===== config.mk =====
export PLATFORM = sky130hd
export DESIGN_NAME = vga_mem_scheduler_flat
export DESIGN_NICKNAME = d
export VERILOG_FILES = /design/src/rtl/vga_pkg.sv /design/src/rtl/vga_mem_scheduler_if.sv /design/src/rtl/edge_detect.sv /design/src/rtl/simple_counter.sv /design/src/rtl/vga_mem_scheduler.sv /design/src/flat_wrapper.sv
export SDC_FILE = /design/constraint.sdc
export NUM_CORES = 1
export LEC_CHECK = 0
export CELL_PAD_IN_SITES_DETAIL_PLACEMENT = 1
export CELL_PAD_IN_SITES_GLOBAL_PLACEMENT = 2
export CORE_ASPECT_RATIO = 2
export CORE_MARGIN = 2
export CORE_UTILIZATION = 20
export CTS_CLUSTER_DIAMETER = 150
export DETAILED_ROUTE_END_ITERATION = 12
export PLACE_DENSITY_LB_ADDON = 0.1
export SLEW_MARGIN = 20
export SYNTH_ARGS = -nofsm -noshare
export SYNTH_HDL_FRONTEND = slang
export SYNTH_HIERARCHICAL = 1
export SYNTH_SLANG_ARGS = --single-unit

===== constraint.sdc =====
create_clock -name clk -period 2.5 [get_ports clk]
set_input_delay 0.5 -clock clk [delete_from_list [all_inputs] [get_ports clk]]
set_output_delay 0.5 -clock clk [all_outputs]
set_load 0.005 [all_outputs]

===== src/rtl/vga_pkg.sv =====
// Shared constants and types for the VGA board-RAM scheduler.
package vga_pkg;

   localparam int VGA_ROWS_ACTIVE = 480;

   typedef enum logic {
      IDLE,
      RD_WAIT
   } game_fsm_t;

endpackage


===== src/rtl/vga_mem_scheduler_if.sv =====
// Bundle of VGA timing, renderer, game-logic and board-RAM signals around the scheduler.
interface vga_mem_scheduler_if #(
   parameter int ADDR_W = 8,
   parameter int DATA_W = 4,
   parameter int FCNT_W = 16
);
   logic [9:0]        row;
   logic              blank;
   logic              disp_valid;
   logic [ADDR_W-1:0] disp_addr;
   logic [DATA_W-1:0] disp_data;
   logic              disp_dvalid;
   logic              game_req;
   logic              game_we;
   logic [ADDR_W-1:0] game_addr;
   logic [DATA_W-1:0] game_wdata;
   logic              game_gnt;
   logic [DATA_W-1:0] game_rdata;
   logic              game_rvalid;
   logic              swap_req;
   logic              swap_ack;
   logic              frame_start;
   logic [FCNT_W-1:0] frame_count;
   logic              front_bank;
   logic [ADDR_W:0]   mem_addr;
   logic              mem_we;
   logic [DATA_W-1:0] mem_wdata;
   logic [DATA_W-1:0] mem_rdata;

   // blank is informational only, so the scheduler side does not consume it
   modport slave (
      input  row, disp_valid, disp_addr, game_req, game_we, game_addr, game_wdata,
             swap_req, mem_rdata,
      output disp_data, disp_dvalid, game_gnt, game_rdata, game_rvalid, swap_ack,
             frame_start, frame_count, front_bank, mem_addr, mem_we, mem_wdata
   );

   modport master (
      output row, blank, disp_valid, disp_addr, game_req, game_we, game_addr, game_wdata,
             swap_req, mem_rdata,
      input  disp_data, disp_dvalid, game_gnt, game_rdata, game_rvalid, swap_ack,
             frame_start, frame_count, front_bank, mem_addr, mem_we, mem_wdata
   );
endinterface


===== src/rtl/edge_detect.sv =====
// Rise/fall pulse generator against a one-cycle delayed copy of the input.
module edge_detect #(
   parameter logic RESET_VAL = 1'b1
) (
   input  logic clk,
   input  logic reset,
   input  logic sig,
   output logic rise,
   output logic fall
);
   logic sig_q;

   always_ff @(posedge clk or posedge reset) begin
      if (reset) sig_q <= RESET_VAL;
      else       sig_q <= sig;
   end

   assign rise = sig & ~sig_q;
   assign fall = ~sig & sig_q;
endmodule


===== src/rtl/simple_counter.sv =====
// Free-running wrap-around counter with enable and synchronous clear.
module simple_counter #(
   parameter int W = 16
) (
   input  logic         clk,
   input  logic         reset,
   input  logic         en,
   input  logic         clr,
   output logic [W-1:0] count
);
   logic [W-1:0] count_reg;

   always_ff @(posedge clk or posedge reset) begin
      if (reset)    count_reg <= '0;
      else if (clr) count_reg <= '0;
      else if (en)  count_reg <= count_reg + 1'b1;
   end

   assign count = count_reg;
endmodule


===== src/rtl/vga_mem_scheduler.sv =====
// Shares one double-banked board RAM between the renderer (front bank, priority)
// and the game logic (back bank), swapping banks only at the start of vblank.
module vga_mem_scheduler #(
   parameter int ADDR_W = 8,
   parameter int DATA_W = 4,
   parameter int FCNT_W = 16
) (
   input logic                  clk,
   input logic                  reset,
   vga_mem_scheduler_if.slave   bus
);
   import vga_pkg::*;

   logic              vblank, vblank_rise, vblank_fall;
   logic              grant, swap_fire, frame_start;
   game_fsm_t         state_reg;
   logic              front_bank_reg;
   logic              disp_dvalid_reg;
   logic              game_rvalid_reg;
   logic [DATA_W-1:0] game_rdata_reg;

   assign vblank = (bus.row >= 10'(VGA_ROWS_ACTIVE));

   edge_detect #(.RESET_VAL(1'b1)) u_vblank_edge (
      .clk   (clk),
      .reset (reset),
      .sig   (vblank),
      .rise  (vblank_rise),
      .fall  (vblank_fall)
   );

   // Combinational pulses are masked during reset so they read as 0 like the registers
   assign grant       = ~reset & bus.game_req & ~bus.disp_valid & (state_reg == IDLE);
   assign swap_fire   = ~reset & vblank_rise & bus.swap_req;
   assign frame_start = ~reset & vblank_fall;

   always_comb begin
      bus.mem_addr  = {front_bank_reg, bus.disp_addr};
      bus.mem_we    = 1'b0;
      bus.mem_wdata = bus.game_wdata;
      if (grant) begin
         bus.mem_addr = {~front_bank_reg, bus.game_addr};
         bus.mem_we   = bus.game_we;
      end
   end

   always_ff @(posedge clk or posedge reset) begin
      if (reset) begin
         state_reg       <= IDLE;
         front_bank_reg  <= 1'b0;
         disp_dvalid_reg <= 1'b0;
         game_rvalid_reg <= 1'b0;
         game_rdata_reg  <= '0;
      end else begin
         disp_dvalid_reg <= bus.disp_valid;
         if (swap_fire) front_bank_reg <= ~front_bank_reg;
         case (state_reg)
            IDLE: begin
               game_rvalid_reg <= grant & ~bus.game_we;
               if (grant && !bus.game_we) state_reg <= RD_WAIT;
            end
            RD_WAIT: begin
               game_rvalid_reg <= 1'b0;
               game_rdata_reg  <= bus.mem_rdata;
               state_reg       <= IDLE;
            end
            default: state_reg <= IDLE;
         endcase
      end
   end

   simple_counter #(.W(FCNT_W)) u_frame_cnt (
      .clk   (clk),
      .reset (reset),
      .en    (frame_start),
      .clr   (1'b0),
      .count (bus.frame_count)
   );

   // RAM data arrives during RD_WAIT; the register keeps it visible afterwards
   assign bus.game_rdata  = (state_reg == RD_WAIT) ? bus.mem_rdata : game_rdata_reg;
   assign bus.game_rvalid = game_rvalid_reg;
   assign bus.game_gnt    = grant;
   assign bus.disp_data   = bus.mem_rdata;
   assign bus.disp_dvalid = disp_dvalid_reg;
   assign bus.swap_ack    = swap_fire;
   assign bus.frame_start = frame_start;
   assign bus.front_bank  = front_bank_reg;
endmodule


===== src/flat_wrapper.sv =====
// flat-port wrapper written by rule: the top's interface ports become plain ports
module vga_mem_scheduler_flat import vga_pkg::*;
#(
   parameter int ADDR_W = 8,
   parameter int DATA_W = 4,
   parameter int FCNT_W = 16
)
  (clk, reset, bus_row, bus_disp_valid, bus_disp_addr, bus_game_req, bus_game_we, bus_game_addr, bus_game_wdata, bus_swap_req, bus_mem_rdata, bus_disp_data, bus_disp_dvalid, bus_game_gnt, bus_game_rdata, bus_game_rvalid, bus_swap_ack, bus_frame_start, bus_frame_count, bus_front_bank, bus_mem_addr, bus_mem_we, bus_mem_wdata);
  vga_mem_scheduler_if #(.ADDR_W(ADDR_W), .DATA_W(DATA_W), .FCNT_W(FCNT_W)) bus_i ();
  input logic clk;
  input logic reset;
  input wire logic [$bits(bus_i.row)-1:0] bus_row;
  input wire logic [$bits(bus_i.disp_valid)-1:0] bus_disp_valid;
  input wire logic [$bits(bus_i.disp_addr)-1:0] bus_disp_addr;
  input wire logic [$bits(bus_i.game_req)-1:0] bus_game_req;
  input wire logic [$bits(bus_i.game_we)-1:0] bus_game_we;
  input wire logic [$bits(bus_i.game_addr)-1:0] bus_game_addr;
  input wire logic [$bits(bus_i.game_wdata)-1:0] bus_game_wdata;
  input wire logic [$bits(bus_i.swap_req)-1:0] bus_swap_req;
  input wire logic [$bits(bus_i.mem_rdata)-1:0] bus_mem_rdata;
  output wire logic [$bits(bus_i.disp_data)-1:0] bus_disp_data;
  output wire logic [$bits(bus_i.disp_dvalid)-1:0] bus_disp_dvalid;
  output wire logic [$bits(bus_i.game_gnt)-1:0] bus_game_gnt;
  output wire logic [$bits(bus_i.game_rdata)-1:0] bus_game_rdata;
  output wire logic [$bits(bus_i.game_rvalid)-1:0] bus_game_rvalid;
  output wire logic [$bits(bus_i.swap_ack)-1:0] bus_swap_ack;
  output wire logic [$bits(bus_i.frame_start)-1:0] bus_frame_start;
  output wire logic [$bits(bus_i.frame_count)-1:0] bus_frame_count;
  output wire logic [$bits(bus_i.front_bank)-1:0] bus_front_bank;
  output wire logic [$bits(bus_i.mem_addr)-1:0] bus_mem_addr;
  output wire logic [$bits(bus_i.mem_we)-1:0] bus_mem_we;
  output wire logic [$bits(bus_i.mem_wdata)-1:0] bus_mem_wdata;
  assign bus_i.row = bus_row;
  assign bus_i.disp_valid = bus_disp_valid;
  assign bus_i.disp_addr = bus_disp_addr;
  assign bus_i.game_req = bus_game_req;
  assign bus_i.game_we = bus_game_we;
  assign bus_i.game_addr = bus_game_addr;
  assign bus_i.game_wdata = bus_game_wdata;
  assign bus_i.swap_req = bus_swap_req;
  assign bus_i.mem_rdata = bus_mem_rdata;
  assign bus_disp_data = bus_i.disp_data;
  assign bus_disp_dvalid = bus_i.disp_dvalid;
  assign bus_game_gnt = bus_i.game_gnt;
  assign bus_game_rdata = bus_i.game_rdata;
  assign bus_game_rvalid = bus_i.game_rvalid;
  assign bus_swap_ack = bus_i.swap_ack;
  assign bus_frame_start = bus_i.frame_start;
  assign bus_frame_count = bus_i.frame_count;
  assign bus_front_bank = bus_i.front_bank;
  assign bus_mem_addr = bus_i.mem_addr;
  assign bus_mem_we = bus_i.mem_we;
  assign bus_mem_wdata = bus_i.mem_wdata;
  vga_mem_scheduler #(.ADDR_W(ADDR_W), .DATA_W(DATA_W), .FCNT_W(FCNT_W)) u_core (.clk(clk), .reset(reset), .bus(bus_i));
endmodule

After elaboration in Yosys (flattened, before gate mapping):

Cells that the tools add are included.

* bits in registers: 25
* input port bits: 40

* $lt $le $gt $ge: 1
* add/sub/neg operators: 1
* reduce and logical (&&, ||, !) cells: 2
* bitwise gates (word level): 16
* multiplexer cells: 6

Operators with widths (number)
* 16-bit by 1-bit adder with 16-bit output, second input constant: 1
* 10-bit by 9-bit >= comparator with 1-bit output, second input constant: 1
* 1-bit bitwise AND: 9
* 9-bit two-way mux: 1
* 1-bit inverter: 7
* 4-bit two-way mux: 1
* 1-bit one-hot mux with 2 select lines: 2
* 1-bit two-way mux: 2
* 1-bit logical AND: 1
* 1-bit logical NOT: 1

Logic depth before layout (Yosys ltp):

* word-level depth: 7
* mapped depth: 8
* gate-level depth less buffers: 7

Modules after synthesis:

The synthesis kept the hierarchy.

By module, submodules not included
* simple_counter: cells each 82, times used 1, area an instance 808.3 sq um
* vga_mem_scheduler: cells each 39, times used 1, area an instance 493.0 sq um
* edge_detect: cells each 4, times used 1, area an instance 45.0 sq um

Worst setup path before layout:

Ideal clock, no wire load.

* path kind: input to register
* start point: input port bus_row[5]
* end point: register u_core.u_frame_cnt.count_reg[15], in the netlist u_core/u_frame_cnt/count[15]
* setup time: 77 ps
* arrival time: 2374 ps
* data required time: 2423 ps
* setup slack: 49 ps
* cell stages on the path: 8
* path buffers: 1
* path through: a41o_1 and2b_2 nor2b_1 buf_2 o211ai_1 or4_4 or3_1 a21oi_1

* cells in the longest elaborated chain, start to end: 4

Ends and longest elaborated chain
* from (decl): line flat_wrapper.sv:12 `input wire logic [$bits(bus_i.row)-1:0] bus_row;`
* 10-bit by 9-bit >= comparator with 1-bit output: line vga_mem_scheduler.sv:22 `assign vblank = (bus.row >= 10'(VGA_ROWS_ACTIVE));`
* 1-bit inverter: line edge_detect.sv:19 `assign fall = ~sig & sig_q;`
* 1-bit bitwise AND: line edge_detect.sv:19
* net u_core.vblank_fall: line vga_mem_scheduler.sv:14 `logic vblank, vblank_rise, vblank_fall;`
* 1-bit bitwise AND: line vga_mem_scheduler.sv:35 `assign frame_start = ~reset & vblank_fall;`
* net bus_frame_start: line flat_wrapper.sv:27 `output wire logic [$bits(bus_i.frame_start)-1:0] bus_frame_start;`
* to (signal assigned): line simple_counter.sv:16 `else if (en) count_reg <= count_reg + 1'b1;`
* to (decl): line simple_counter.sv:11 `logic [W-1:0] count_reg;`

The timed path passes the listed nets, and every way through them passes these cells.
A chain may end at the register's enable or synchronous reset.

Final worst setup path:

* start point: input port bus_game_req
* end point: output port bus_mem_addr[5]

* cells in the longest elaborated chain, start to end: 4

Ends and longest elaborated chain
* from (decl): line flat_wrapper.sv:15 `input wire logic [$bits(bus_i.game_req)-1:0] bus_game_req;`
* 1-bit bitwise AND (3 in a row): line vga_mem_scheduler.sv:33 `assign grant = ~reset & bus.game_req & ~bus.disp_valid & (state_reg == IDLE);`
* 9-bit two-way mux: line vga_mem_scheduler.sv:41 `if (grant) begin`
* to (decl): line flat_wrapper.sv:30 `output wire logic [$bits(bus_i.mem_addr)-1:0] bus_mem_addr;`

No other way between the ends.

==> run summary <==
Syn Nets = 166
Initial antenna violation count = 0
Hold Slack = 0.502 ns
Register area = 602 um^2
Synth Area in Adders = 0.929%
FF-to-FF End = u_core/u_frame_cnt/count[15]
Drt first pass iters = 4
Final layout net count = 247
Dpl cell area = 2170 um^2
Via density = 4.12
Layout cells sized above 1 = 24.4%
Status = finished, final reports clean
Most frequent cells after synthesis = dfrtp_1 (23), nor2_1 (13), xnor2_1 (9)
Mapped Cells = 125
Post-synthesis cell area = 1350 um^2
Post-Route WL = 4050 um
Number of synthesized register bits = 24
Vias in the first global route = 1422
Critical Path AT = 1.95 ns
I/O Buffers = 70
Unrepaired setup endpoints after global routing = yes
CTS Hold Bufs = 0
Residual DRC count = 0
Power density over the cells = 458 nW/um^2
Max VDD drop = 0.217 mV
Die W = 62.0 um
Fmax = 409 MHz
Main combinational cell family by area after synthesis = simple AND/OR/NAND/NOR gates
Maxcap violations = 0
Worst skew pair latency = 0.26 ns
Yosys top cell area share = 42.8%
Clk buf depth = 2
Final Util = 34.9%
Grt ovf = 0
Leading post-synthesis cells by cell area = dfrtp_1 (43%), mux2_4 (6.7%), xnor2_1 (5.9%)
CP max FO = 6
Via count = 1208
Clock root cell = clkbuf_16
Leakage Power = 0.000983 uW
CTS Sinks = 24
Gpl congestion = 0.681
Wirelength per Cell = 13.8 um
M1 WL = 1250 um
Layout Skew = 0.00237 ns
Critical path class = primary input to output pin
Crit path time final = 2.45 ns
First-pass GRT wire length = 6620 um
Simple logic cell fraction of the synthesized area = 20.2%
Period utilisation layout = 97.8%
Final Hold Fails = 0
Post-synthesis compound-gate area fraction = 4.09%
Antenna Cells = 0
Post-synth top area cell = dfrtp_1
Post-synthesis async set-or-reset flop share = 100%
Final setup viols = 0
Register area share after synthesis = 44.7%
DIE HEIGHT = 120 um
Reg2Reg Depth = 6
Total track usage = 12.1%
Main flop type after synthesis = dfrtp_1
Met2 wire length = 2430 um
CTS tree = done
Critical Path End = bus_mem_addr[5]
Worst R2R Setup Slack = 0.51 ns
CP Capture Type = output pin
Worst hold path class = flip-flop to flip-flop
Area grow syn2layout = 70.4%
Dpl hpwl = 3250 um
Fin Setup TNS = 0 ns
Pre-CTS setup slack = -0.409 ns
Core footprint = 6570 um^2
Critical Path RT = 2.00 ns
Max-slew headroom = 55.0%
Total CTS buffers = 3
Post-route cell area = 2290 um^2
Post-route setup slack = 0.0538 ns
Post-Syn Area per Cell = 10.8 um^2
Synthesis warning total = 6
Met3 routed WL = 290 um
Clock Pin Slew Worst Setup and Hold Paths = 0.06 ns
Count leader, synth = dfrtp_1
Multi-input gate area = 649 um^2
Rows = 42
Post-synthesis cell type count = 37
Slew @ Worst Pin = 0.675 ns
Critical Path Source Type = primary input
Post-synth EDFFs = 0
Top sig layer = met4
Max FFs per register = 16
Largest net degree at the start of global routing = 19
Hold Path Depth = 1
Post-synthesis mux area share = 12.5%
Fill cells = 751
Post-route ant nets = 0
Drt first-iter violations = 38
Initial core utilization = 20.5%
Die Footprint = 7440 um^2
Final Max Slew Viols = 0
CTS HTree Levels = 1
Crit path launch = bus_game_req
Post-Synth XOR/XNOR Area = 9.11%
R2r startpoint = u_core/u_vblank_edge/sig_q
Boundary Pins = 84
cell type report:
cell class                 instances  share of cell area, %
multi-input combinational         82                   28.3
sequential                        24                   26.2
inverter                           7                   1.15
clock buffer                       4                   3.87
tap                               88                   4.80
timing repair buffer              88                   35.6
metal layers:
metal	track usage, %	vias to the layer above
li1	-	574
met1	10.9	574
met2	22.7	56
met3	3.23	4
met4	5.59	0
met5	0	-
metrics by stage:
step | total power [uW] | cells
6_report | 1050 | 293
5_1_grt | 1110 | 293
4_1_cts | 1080 | 293
3_5_place_dp | 681 | 283
3_3_place_gp | 680 | 283
2_1_floorplan | 522 | 125
power breakdown:
| group | leakage [uW] | internal [uW] | switching (uW) | total, uW |
|---|---|---|---|---|
| clock | 0.0000442 | 245 | 143 | 388 |
| combinational | 0.000620 | 156 | 73.8 | 230 |
| sequential | 0.000319 | 415 | 16.4 | 432 |
cell families after synthesis:
group	Yosys count
and+or+nand+nor	44
DFF	24
buffers and inverters	19
xor gates and xnor gates	14
muxes	13
AOI/OAI and AO/OA	9
adders and majority gates	1
other	1
worst max-delay path: stages:
cell             delay (ns)
clkdlybuf4s50_1        0.46
nor4b_4                0.26
buf_4                  0.18
buf_12                 0.11
mux2_2                 0.32
clkbuf_2               0.11
worst min path at each step:
| stage | startpoint | slack (ns) | endpoint |
|---|---|---|---|
| 2_1_floorplan | reset | 0.30 | u_core/bus.disp_dvalid |
| 3_3_place_gp | u_core/game_rdata_reg[3] | 0.48 | u_core/game_rdata_reg[3] |
| 3_5_place_dp | u_core/game_rdata_reg[1] | 0.49 | u_core/game_rdata_reg[1] |
| 4_1_cts | u_core/game_rdata_reg[2] | 0.51 | u_core/game_rdata_reg[2] |
| 5_1_grt | u_core/game_rdata_reg[2] | 0.52 | u_core/game_rdata_reg[2] |
| 6_report | u_core/game_rdata_reg[2] | 0.50 | u_core/game_rdata_reg[2] |
repair_timing:
action	4_1_cts	5_1_grt
setup buffers	5	0
endpoints found under the hold margin	0	0
endpoints found under the setup margin	15	10
gates resized for setup	31	10
gates cloned	1	0
pin swaps	4	3
cell usage in the layout (no fill, tap or decap), drive strengths merged, types with 4 or more instances in the layout:
cell,count
dfrtp,23
xor2,5
xnor2,9
nand4,5
nor2,13
dlygate4sd2,7
inv,7
nand2,4
mux2,12
clkbuf,11
buf,19
clkdlybuf4s50,55
nor3,4
Power figures use the tool's default switching activity.
